===== src/rtl/fp_operand_loader.sv =====
// fp_operand_loader: assembles two 32-bit FP operands from CHUNK_W-bit strobed chunks and
// presents them atomically with valid/ready. Define SPECIAL_CHECK_EN to register special-case flags.
module fp_operand_loader #(
  parameter  int CHUNK_W = 8,
  localparam int NCHUNK  = 32 / CHUNK_W,
  localparam int CNT_W   = (NCHUNK > 1) ? $clog2(NCHUNK) : 1
) (
  input  logic               clk,
  input  logic               reset,
  input  logic               clear,
  input  logic               load,
  input  logic [CHUNK_W-1:0] data_in,
  input  logic               out_ready,
  output logic               out_valid,
  output logic [31:0]        dataA,
  output logic [31:0]        dataB,
  output logic [1:0]         state,
  output logic [CNT_W-1:0]   chunk_cnt,
  output logic               overrun,
  output logic [3:0]         special_flags
);

  typedef enum logic [1:0] {
    LOAD_A = 2'b00,
    LOAD_B = 2'b01,
    READY  = 2'b10
  } state_t;

  state_t      st;
  logic [31:0] sr_a, sr_b;
  logic [31:0] sr_a_nxt, sr_b_nxt;
  logic        last_chunk;
  logic        complete;

  // Shifting by a full 32 bits yields zero, so CHUNK_W=32 degenerates to a plain capture.
  assign sr_a_nxt   = (sr_a << CHUNK_W) | 32'(data_in);
  assign sr_b_nxt   = (sr_b << CHUNK_W) | 32'(data_in);
  assign last_chunk = (chunk_cnt == CNT_W'(NCHUNK - 1));
  assign complete   = !clear && (st == LOAD_B) && load && last_chunk;
  assign state      = st;

  always_ff @(posedge clk or posedge reset) begin
    if (reset) begin
      st        <= LOAD_A;
      chunk_cnt <= '0;
      sr_a      <= '0;
      sr_b      <= '0;
      dataA     <= '0;
      dataB     <= '0;
      out_valid <= 1'b0;
      overrun   <= 1'b0;
    end else if (clear) begin
      st        <= LOAD_A;
      chunk_cnt <= '0;
      sr_a      <= '0;
      sr_b      <= '0;
      out_valid <= 1'b0;
      overrun   <= 1'b0;
    end else begin
      case (st)
        LOAD_A: begin
          if (load) begin
            sr_a <= sr_a_nxt;
            if (last_chunk) begin
              chunk_cnt <= '0;
              st        <= LOAD_B;
            end else begin
              chunk_cnt <= chunk_cnt + CNT_W'(1);
            end
          end
        end
        LOAD_B: begin
          if (load) begin
            sr_b <= sr_b_nxt;
            if (last_chunk) begin
              chunk_cnt <= '0;
              dataA     <= sr_a;
              dataB     <= sr_b_nxt;
              out_valid <= 1'b1;
              st        <= READY;
            end else begin
              chunk_cnt <= chunk_cnt + CNT_W'(1);
            end
          end
        end
        READY: begin
          if (load) overrun <= 1'b1;
          if (out_valid && out_ready) begin
            out_valid <= 1'b0;
            chunk_cnt <= '0;
            st        <= LOAD_A;
          end
        end
        default: begin
          st        <= LOAD_A;
          chunk_cnt <= '0;
          out_valid <= 1'b0;
        end
      endcase
    end
  end

`ifdef SPECIAL_CHECK_EN
  logic [3:0] flags_reg, flags_nxt;
  logic [2:0] cls_a, cls_b;

  // Returns {nan, inf, zero}; the sign bit plays no part.
  function automatic logic [2:0] classify(input logic [30:0] v);
    logic exp_ones, exp_zero, mant_zero;
    exp_ones  = (v[30:23] == 8'hFF);
    exp_zero  = (v[30:23] == 8'h00);
    mant_zero = (v[22:0] == 23'd0);
    return {exp_ones && !mant_zero, exp_ones && mant_zero, exp_zero && mant_zero};
  endfunction

  always_comb begin
    cls_a     = classify(sr_a[30:0]);
    cls_b     = classify(sr_b_nxt[30:0]);
    flags_nxt = {cls_a[2] | cls_b[2],
                 cls_a[1] | cls_b[1],
                 cls_a[0] | cls_b[0],
                 (cls_a[1] & cls_b[0]) | (cls_a[0] & cls_b[1])};
  end

  always_ff @(posedge clk or posedge reset) begin
    if (reset)         flags_reg <= '0;
    else if (complete) flags_reg <= flags_nxt;
  end

  assign special_flags = flags_reg;
`else
  assign special_flags = 4'b0;
`endif

endmodule


===== config.mk =====
export PLATFORM = sky130hd
export DESIGN_NAME = fp_operand_loader
export DESIGN_NICKNAME = d
export VERILOG_FILES = /design/src/rtl/fp_operand_loader.sv
export SDC_FILE = /design/constraint.sdc
export NUM_CORES = 1
export LEC_CHECK = 0
export CAP_MARGIN = 20
export CELL_PAD_IN_SITES_DETAIL_PLACEMENT = 0
export CELL_PAD_IN_SITES_GLOBAL_PLACEMENT = 2
export CORE_MARGIN = 10
export CORE_UTILIZATION = 37
export DETAILED_ROUTE_END_ITERATION = 7
export GPL_ROUTABILITY_DRIVEN = 0
export PLACE_DENSITY = 0.93
export SYNTH_ARGS = -nofsm -noshare
export SYNTH_HDL_FRONTEND = slang
export SYNTH_SLANG_ARGS = --single-unit

===== constraint.sdc =====
create_clock -name clk -period 12 [get_ports clk]
set_input_delay 3.6 -clock clk [delete_from_list [all_inputs] [get_ports clk]]
set_output_delay 3.6 -clock clk [all_outputs]
set_load 0.01 [all_outputs]

==> results of run 1 <==
worst max-delay path by stage:
| stage | start | cells past startpoint | end | slack [ns] |
|---|---|---|---|---|
| 3_3_place_gp | load | 4 | dataA[11] | 5.30 |
| 5_1_grt | load | 4 | dataA[5] | 5.35 |
| 4_1_cts | load | 4 | dataA[6] | 5.61 |
| 6_report | load | 4 | dataA[6] | 5.63 |
| 3_5_place_dp | load | 4 | dataA[6] | 5.18 |
| 2_1_floorplan | reset | 1 | chunk_cnt[0] | 5.04 |
final cells by class:
cell class                      count  share of cell area (%)
Sequential cell                   126                    48.1
Timing Repair Buffer               85                    13.1
Multi-Input combinational cell    259                    24.6
Tap cell                          176                    3.36
Inverter                            3                   0.248
Clock inverter                     14                    3.99
Clock buffer                       18                    6.69
where the power goes:
group          switching [mW]  internal [mW]  leakage [nW]
clock network           0.184          0.417         0.337
registers             0.00359          0.429          1.75
logic                  0.0232         0.0100         0.920
per-stage QoR:
stage | std cells | worst slack (ns) | power, mW
3_5_place_dp | 648 | 5.18 | 0.473
6_report | 681 | 5.63 | 1.07
2_1_floorplan | 418 | 5.04 | 0.460
4_1_cts | 680 | 5.61 | 1.08
3_3_place_gp | 648 | 5.30 | 0.473
5_1_grt | 681 | 5.35 | 1.10
worst max-delay path, delay by kind of cell:
kind	cells	cell delay, ns
mux	1	0.62
simple gates	2	1.78
buf+inv	1	0.63
metal layers:
metal / track usage, % / wire, um / share of wire, % / vias up
met3: 4.15 / 741 / 6.7 / 12
met4: 5.32 / 164 / 1.5 / 0
met5: 0 / 0 / 0 / -
met1: 15.2 / 4670 / 42 / 1647
met2: 19.6 / 5450 / 49 / 88
li1: - / - / - / 1539
sequential cells by signal, indices dropped and copies added (netlist names):
name,flops
chunk_cnt,2
out_valid,1
sr_a,32
dataB,32
state,2
overrun,1
dataA,32
sr_b,24
cells in the mapped netlist (all sizes together):
library cell | instances | area share (%)
clkbuf | 17 | 1.3
conb | 1 | 0.076
nand2 | 115 | 8.8
a21oi | 56 | 5.7
mux2 | 64 | 15
and4 | 1 | 0.18
dfrtp | 126 | 64
nor3b | 1 | 0.15
nand3b | 1 | 0.15
nor2 | 3 | 0.23
a31o | 1 | 0.18
o2bb2ai | 2 | 0.36
nand3 | 2 | 0.20
and3b | 1 | 0.18
xnor2 | 1 | 0.18
or2 | 1 | 0.13
inv | 3 | 0.23
ha | 1 | 0.25
mux2i | 2 | 0.41
o21ai | 1 | 0.10
a31oi | 1 | 0.13
buf | 13 | 2.4
or3b | 1 | 0.18
logic make-up (layout without fill, tap and decap cells):
kind of cell	after synthesis	count (layout)	share of synthesized area [%]
AOI/OAI and AO/OA	61	61	6.45
xor gates and xnor gates	1	1	0.178
adders and majority gates	1	1	0.254
buffers and inverters	33	120	3.91
DFF	126	126	64.0
muxes	66	66	15.0
other	1	4	0.0761
and+or+nand+nor	126	126	10.2
==> summary.md, run 1 <==
| Metric | Value |
|---|---|
| Outcome | finished, final reports clean |
| Fin util | 49.9% |
| Clock transition at path regs | 0.06 ns |
| Power per cell area | 163 nW/um2 |
| Root buf cell | clkbuf_16 |
| Total CTS buffers | 17 |
| Drc violations | 0 |
| R2r setup slk | 8.96 ns |
| Critical Path Sink Type | register |
| Vias in the first global route | 3393 |
| DP Area | 5830 um2 |
| Hold slack final | 0.492 ns |
| Synth-to-Final Area Change | 33.1% |
| FF-to-FF path depth | 3 |
| Critical Path Source Type | primary input |
| R2r startpoint | state[1] |
| Gate Count Post-Synth | 415 |
| Fillers | 1173 |
| Initial core utilization | 37.5% |
| Worst Skew | 0.00808 ns |
| Register area share after synthesis | 64.0% |
| Via count | 3286 |
| WL/cell | 16.2 um |
| Peak supply drop | 80.9 uV |
| Max Fclk | 0.157 GHz |
| Setup TNS | 0 ns |
| Storage cell area | 3150 um2 |
| Critical path type | in -> reg |
| Final Max Tran Viols | 0 |
| Hold Path Origin | dataB[15] |
| DRT Wirelength | 11000 um |
| Syn Area/Cell | 11.9 um2 |
| # setup viols final | 0 |
| Period minus WS final | 6.37 ns |
| Grt total ovfl | 0 |
| Number of synthesized register bits | 126 |
| IO Count | 87 |
| Htree depth | 4 |
| Slew @ Worst Pin | 1.02 ns |
| Slowest CP cell | and3b_1 |
| Die area | 18300 um2 |
| First-pass GRT wire length | 18100 um |
| Max Buffers Root-to-Sink | 2 |
| Hold path depth | 1 |
| Final Net Count | 506 |
| Pin count of the biggest net entering global routing | 68 |
| Die Y | 135 um |
| Tcrit/Tclk final | 53.1% |
| Layout cells sized above 1 | 19.6% |
| Post-route ant nets | 0 |
| Reg2reg end | dataA[6] |
| Row cnt | 42 |
| Final-report hold violation count | 0 |
| Required @ worst endpoint | 12.28 ns |
| Critical-path maximum fanout | 65 |
| Antenna violations before repair | 0 |
| Core area | 13100 um2 |
| Resized cells post-CTS | 0 |
| Post-CTS Setup Repair Bufs | 0 |
| Synth cell types | 26 |
| Max Cap Viol | 0 |
| Most frequent cells in the layout | dfrtp_1, nand2_1, clkdlybuf4s50_1 |
| Final Cell Area | 6560 um2 |
| Count of yosys warnings during synthesis | 0 |
| Hold endpoint | dataB[15] |
| WP data arrival | 6.65 ns |
| Crit path largest cell delay | 0.89 ns |
| Clk_lat worst skew | 0.41 ns |
| Pre-antenna DRT Iters | 5 |
| Post-CTS Hold Buffers | 0 |
| Antenna Diode Count | 0 |
| RSZ-0062 raised after global routing | no |
| CP Cell Sequence | clkdlybuf4s50_1 -> and3b_1 -> nand3_4 -> mux2_1 |
| Commonest non-fill, non-tap cell in the layout | dfrtp_1 |
| Initial DRC Count | 232 |
| Worst Hold Class | reg -> reg |
| Multi-input logic area | 1610 um2 |
| Vias/cell | 4.83 |
| LEAKAGE | 3.01 nW |
| Number of port buffers | 82 |
| Clock sinks | 126 |
| CTS tree | done |
| Tot GR Track Use | 12.4% |
| DP Wirelength | 7040 um |
| Die span in x | 135 um |
| Slew HR | 32.3% |
| Post-Syn Area | 4930 um2 |
Note: power is estimated with default switching activity, not from simulation.
==> run 2: changes to the inputs <==
--- a/config.mk
+++ b/config.mk
@@ -9,10 +9,10 @@
 export CELL_PAD_IN_SITES_DETAIL_PLACEMENT = 0
 export CELL_PAD_IN_SITES_GLOBAL_PLACEMENT = 2
 export CORE_MARGIN = 10
-export CORE_UTILIZATION = 37
+export CORE_UTILIZATION = 31
 export DETAILED_ROUTE_END_ITERATION = 7
 export GPL_ROUTABILITY_DRIVEN = 0
-export PLACE_DENSITY = 0.93
+export PLACE_DENSITY = 0.84
 export SYNTH_ARGS = -nofsm -noshare
 export SYNTH_HDL_FRONTEND = slang
 export SYNTH_SLANG_ARGS = --single-unit
==> constraint.sdc (replaced) <==
create_clock -name clk -period 5.64 [get_ports clk]
set_input_delay 1.692 -clock clk [delete_from_list [all_inputs] [get_ports clk]]
set_output_delay 1.692 -clock clk [all_outputs]
set_load 0.01 [all_outputs]
==> summary.md, run 2 (same netlist as run 1, synthesis figures left out) <==
| Metric | Value |
|---|---|
| Vias/cell | 4.47 (-7.3%) |
| Final Net Count | 507 (+0.20%) |
| Reg power frac | 47.6% (+7.0 points) |
| Die span in x | 146 um (+7.9%) |
| Outcome | finished, final reports clean |
| Antenna Diode Count | 0 (unchanged) |
| WP data arrival | 4.00 ns (-2.65 ns) |
| Critical Path Source Type | primary input |
| Pre-antenna DRT Iters | 4 (-1) |
| M1 WL | 5320 um (+14%) |
| Period minus WS final | 3.71 ns |
| Drc violations | 0 (unchanged) |
| Resized cells post-CTS | 0 (unchanged) |
| RSZ-0062 raised after global routing | no |
| Clk_lat worst skew | 0.41 ns (about the same) |
| Pint | 1.52 mW (+78%) |
| Hold slack final | 0.494 ns (+0.00284 ns) |
| Tot GR Track Use | 11.3% (-1.1 points) |
| Initial core utilization | 31.4% (-6.1 points) |
| LEAKAGE | 2.92 nW (-3.1%) |
| Commonest non-fill, non-tap cell in the layout | dfrtp_1 |
| CTS tree | done |
| Clock sinks | 126 (unchanged) |
| Final-report hold violation count | 0 (unchanged) |
| Synth-to-Final Area Change | 29.9% |
| Switching pwr | 409 uW (+94%) |
| DP Wirelength | 7490 um (+6.4%) |
| Slew HR | 32.6% (+0.28 points) |
| Htree depth | 4 (unchanged) |
| Hold path depth | 1 (unchanged) |
| Post-route ant nets | 0 (unchanged) |
| Max Fclk | 0.269 GHz |
| Routed wl met2 | 5550 um (+1.7%) |
| First-pass GRT wire length | 19300 um (+6.7%) |
| Layout cells sized above 1 | 17.7% (-1.9 points) |
| Net Sw Frac | 21.2% (+1.4 points) |
| Post-CTS Setup Repair Bufs | 0 (unchanged) |
| Power per cell area | 302 nW/um2 (+86%) |
| Max Buffers Root-to-Sink | 2 (unchanged) |
| Setup TNS | 0 ns (unchanged) |
| Grt total ovfl | 0 (unchanged) |
| WL/cell | 16.1 um (-0.36%) |
| IO Count | 87 (unchanged) |
| Core area | 15700 um2 (+20%) |
| Clock transition at path regs | 0.05 ns (about the same) |
| Initial DRC Count | 229 (-1.3%) |
| Fin util | 40.8% (-9.2 points) |
| R2r setup slk | 3.35 ns (-5.61 ns) |
| Top sig layer | met4 |
| Slew @ Worst Pin | 1.01 ns (-0.00719 ns) |
| Total CTS buffers | 17 (unchanged) |
| Vias in the first global route | 3498 (+3.1%) |
| DRT Wirelength | 11600 um (+5.4%) |
| # setup viols final | 0 (unchanged) |
| Worst Skew | 0.00661 ns (-0.00147 ns) |
| Tcrit/Tclk final | 65.9% |
| Fillers | 1542 (+31%) |
| Non-filler instance count after layout | 720 (+5.7%) |
| Critical-path maximum fanout | 65 (unchanged) |
| Number of port buffers | 82 (unchanged) |
| Worst Hold Class | reg -> reg |
| Critical Path Sink Type | register |
| Clk pwr share | 48.8% (-7.5 points) |
| Post-CTS Hold Buffers | 0 (unchanged) |
| Die Y | 146 um (+7.9%) |
| Die area | 21300 um2 (+16%) |
| Max Cap Viol | 0 (unchanged) |
| Row cnt | 46 (+9.5%) |
| Metal3 WL | 590 um (-20%) |
| Root buf cell | clkbuf_16 |
| Via count | 3220 (-2.0%) |
| DP Cell Count | 690 (+6.5%) |
| Critical path type | in -> reg |
| Required @ worst endpoint | 5.93 ns (-6.35 ns) |
| FF-to-FF path depth | 3 (unchanged) |
| Most frequent cells in the layout | dfrtp_1, nand2_1, clkdlybuf4s50_1 |
| Part of the power in combinational logic | 3.6% (+0.5 points) |
| Overall power | 1.93 mW (+81%) |
| Largest regs | dataA: 32 flops, dataB: 32 flops, sr_a: 32 flops |
| Final Max Tran Viols | 0 (unchanged) |
| Antenna violations before repair | 0 (unchanged) |
| Peak supply drop | 205 uV (+150%) |
| Pin count of the biggest net entering global routing | 110 (+62%) |
[run 2: changes by cell type in the layout (fill, tap and decap cells not counted), sizes merged]
cell,previous run,this run
clkbuf,18,29
clkinv,3,1
bufinv,7,0
clkinvlp,2,0
inv,5,3
buf,4,5
[run 2: worst paths after layout]
kind / from / endpoint
max: load / dataA[2]
min: dataB[15] / dataB[15]
max reg2reg: state[1] / dataA[2]
min reg2reg: dataB[15] / dataB[15]
max in group asynchronous: reset / dataA[9]
min in group asynchronous: reset / dataA[25]
[run 2: area by class of cell]
class | count | area (um2) | area share, %
clock buffers | 29 | 500 | 7.82
clock inverters | 1 | 5.00 | 0.0782
repair buffers | 86 | 846 | 13.2
well taps | 216 | 270 | 4.22
multi-input cells | 259 | 1610 | 25.2
inverters | 3 | 16.3 | 0.254
flip-flops and latches | 126 | 3150 | 49.2
[run 2: power by group through the flow]
stage                     combinational [mW]  sequential [mW]  clock [mW]
after floorplan                       0.0432            0.935           0
after global placement                0.0704            0.935           0
after detailed placement              0.0715            0.936           0
after CTS                             0.0718            0.921       0.966
after global routing                  0.0787            0.921        1.01
final                                 0.0690            0.921       0.943
[run 2: worst max-delay path: stages]
cell and delay, ns:
clkdlybuf4s50_1 0.63, and3b_1 0.28, nand3_4 0.72, mux2_1 0.62
[run 2: metal layers]
layer / vias to the layer above / track usage, %
met5: - / 0
met2: 65 / 17.5
li1: 1532 / -
met1: 1612 / 13.9
met4: 0 / 5.56
met3: 11 / 3.77
[run 2: metrics by stage]
stage                     worst slack, ns  area (um2)
after global routing                 1.77        6400
after detailed placement             1.50        5900
after floorplan                     0.592        4940
after CTS                            1.91        6400
after global placement               1.56        5900
final                                1.93        6400
==> run 3: changes to the inputs <==
--- a/config.mk
+++ b/config.mk
@@ -9,10 +9,10 @@
 export CELL_PAD_IN_SITES_DETAIL_PLACEMENT = 0
 export CELL_PAD_IN_SITES_GLOBAL_PLACEMENT = 2
 export CORE_MARGIN = 10
-export CORE_UTILIZATION = 31
+export CORE_UTILIZATION = 34
 export DETAILED_ROUTE_END_ITERATION = 7
 export GPL_ROUTABILITY_DRIVEN = 0
-export PLACE_DENSITY = 0.84
+export PLACE_DENSITY = 0.87
 export SYNTH_ARGS = -nofsm -noshare
 export SYNTH_HDL_FRONTEND = slang
 export SYNTH_SLANG_ARGS = --single-unit
==> constraint.sdc (replaced) <==
create_clock -name clk -period 3.7 [get_ports clk]
set_input_delay 1.11 -clock clk [delete_from_list [all_inputs] [get_ports clk]]
set_output_delay 1.11 -clock clk [all_outputs]
set_load 0.01 [all_outputs]
==> summary.md, run 3 (same netlist as run 1, synthesis figures left out) <==
| Metric | Value |
|---|---|
| Outcome | finished, final reports clean |
| Post-CTS Hold Buffers | 0 (unchanged) |
| Synth-to-Final Area Change | 31.8% |
| Commonest non-fill, non-tap cell in the layout | dfrtp_1 |
| Tot GR Track Use | 11.8% (+0.49 points) |
| LEAKAGE | 2.99 nW (+2.5%) |
| Clk_lat worst skew | 0.41 ns (about the same) |
| Post-route ant nets | 0 (unchanged) |
| Vias in the first global route | 3533 (+1.0%) |
| Antenna Diode Count | 0 (unchanged) |
| # setup viols final | 0 (unchanged) |
| Critical path type | reg -> out |
| Critical Path Source Type | register |
| Final Max Tran Viols | 0 (unchanged) |
| Pin count of the biggest net entering global routing | 127 (+15%) |
| Post-CTS Setup Repair Bufs | 0 (unchanged) |
| Worst Skew | 0.00361 ns (-0.00300 ns) |
| CTS tree | done |
| Row cnt | 43 (-6.5%) |
| Initial core utilization | 35.1% (+3.7 points) |
| Fillers | 1283 (-17%) |
| Initial DRC Count | 259 (+13%) |
| Pre-antenna DRT Iters | 5 (+1) |
| Critical-path maximum fanout | 9 (-86%) |
| Crit path largest cell delay | 0.59 ns (-0.13 ns) |
| Core area | 14000 um2 (-11%) |
| CP delay by family, top | buffers and inverters |
| Slowest CP cell | clkdlybuf4s50_1 |
| Setup TNS | 0 ns (unchanged) |
| Drc violations | 0 (unchanged) |
| Period minus WS final | 2.60 ns |
| DRT Wirelength | 11100 um (-4.8%) |
| Storage cell area | 3150 um2 (unchanged) |
| Grt total ovfl | 0 (unchanged) |
| Most frequent cells in the layout | dfrtp_1, nand2_1, clkdlybuf4s50_1 |
| Number of port buffers | 82 (unchanged) |
| Slew @ Worst Pin | 0.688 ns (-0.320 ns) |
| Slew HR | 54.1% (+22 points) |
| Power per cell area | 486 nW/um2 (+61%) |
| Non-filler instance count after layout | 688 (-4.4%) |
| Worst path bufs/invs | 1 (unchanged) |
| Root buf cell | clkbuf_16 |
| Layout cells sized above 1 | 19.7% (+2.0 points) |
| Max Buffers Root-to-Sink | 2 (unchanged) |
| Vias/cell | 4.75 (+6.3%) |
| Total CTS buffers | 17 (unchanged) |
| Place WS | 0.741 ns (-0.757 ns) |
| Overall power | 3.16 mW (+63%) |
| Antenna violations before repair | 0 (unchanged) |
| WL/cell | 16.1 um (-0.42%) |
| Clock sinks | 126 (unchanged) |
| Die area | 19700 um2 (-7.6%) |
| Max Cap Viol | 0 (unchanged) |
| Die span in x | 140 um (-3.9%) |
| IO Count | 87 (unchanged) |
| RSZ-0062 raised after global routing | no |
| Worst Hold Class | reg -> reg |
| CP Cell Sequence | clkdlybuf4s50_1 |
| Tcrit/Tclk final | 70.1% |
| DP Cell Count | 657 (-4.8%) |
| Clock transition at path regs | 0.05 ns (about the same) |
| First-pass GRT wire length | 18800 um (-2.6%) |
| DP Area | 5900 um2 (about the same) |
| Peak supply drop | 260 uV (+27%) |
| Multi-input logic area | 1610 um2 (unchanged) |
| Resized cells post-CTS | 0 (unchanged) |
| Largest regs | dataA: 32 flops, dataB: 32 flops, sr_a: 32 flops |
| Max Fclk | 0.385 GHz |
| DP Wirelength | 7260 um (-3.0%) |
| Die Y | 140 um (-3.9%) |
| Required @ worst endpoint | 2.59 ns (-3.34 ns) |
| Post-layout worst setup margin | 1.10 ns (-0.821 ns) |
| Htree depth | 4 (unchanged) |
| Final Cell Area | 6490 um2 (+1.4%) |
| WP data arrival | 1.49 ns (-2.51 ns) |
| Via count | 3270 (+1.6%) |
| Final Net Count | 510 (+0.59%) |
| Final-report hold violation count | 0 (unchanged) |
| Critical Path Sink Type | output pin |
## run 3: cell count changes in the layout (fill, tap and decap cells not counted)
cell,previous run,this run
clkbuf_1,9,2
clkbuf_8,3,6
clkinv_2,1,4
buf_12,0,2
bufinv_16,0,2
buf_4,4,5
clkinvlp_4,0,1
inv_6,1,0
## run 3: path summary, 6_finish.rpt
kind | from | end | slack, ns | depth (start not counted)
max | state[1] | state[1] | 1.10 | 1
min | overrun | overrun | 0.50 | 2
max reg2reg | state[1] | dataB[25] | 2.00 | 4
min reg2reg | overrun | overrun | 0.50 | 2
max in group asynchronous | reset | overrun | 1.94 | 3
min in group asynchronous | reset | sr_a[24] | 1.23 | 3
## run 3: metrics by stage
stage          hold WS [ns]  util [%]
2_1_floorplan         0.480         -
3_3_place_gp          0.478      42.0
3_5_place_dp          0.489      42.0
4_1_cts               0.504      46.3
5_1_grt               0.511      46.3
6_report              0.497      46.3
## run 3: layout make-up
type                    instances  area share, %
clock buffers                  25           7.94
clock inverters                 6           1.23
inverters                       3          0.231
multi-input cells             259           24.8
flip-flops and latches        126           48.5
well taps                     180           3.47
repair buffers                 89           13.8
## run 3: power breakdown
part | total [mW] | internal [mW] | switching (mW)
combinational | 0.106 | 0.0320 | 0.0737
sequential | 1.40 | 1.39 | 0.0120
clock | 1.65 | 1.09 | 0.559
## run 3: metal layers
metal / vias up / track usage, % / wire length [um]
li1: 1536 / - / -
met1: 1650 / 14.0 / 4780
met2: 66 / 18.6 / 5370
met3: 18 / 4.46 / 707
met4: 0 / 5.22 / 200
met5: - / 0 / 0
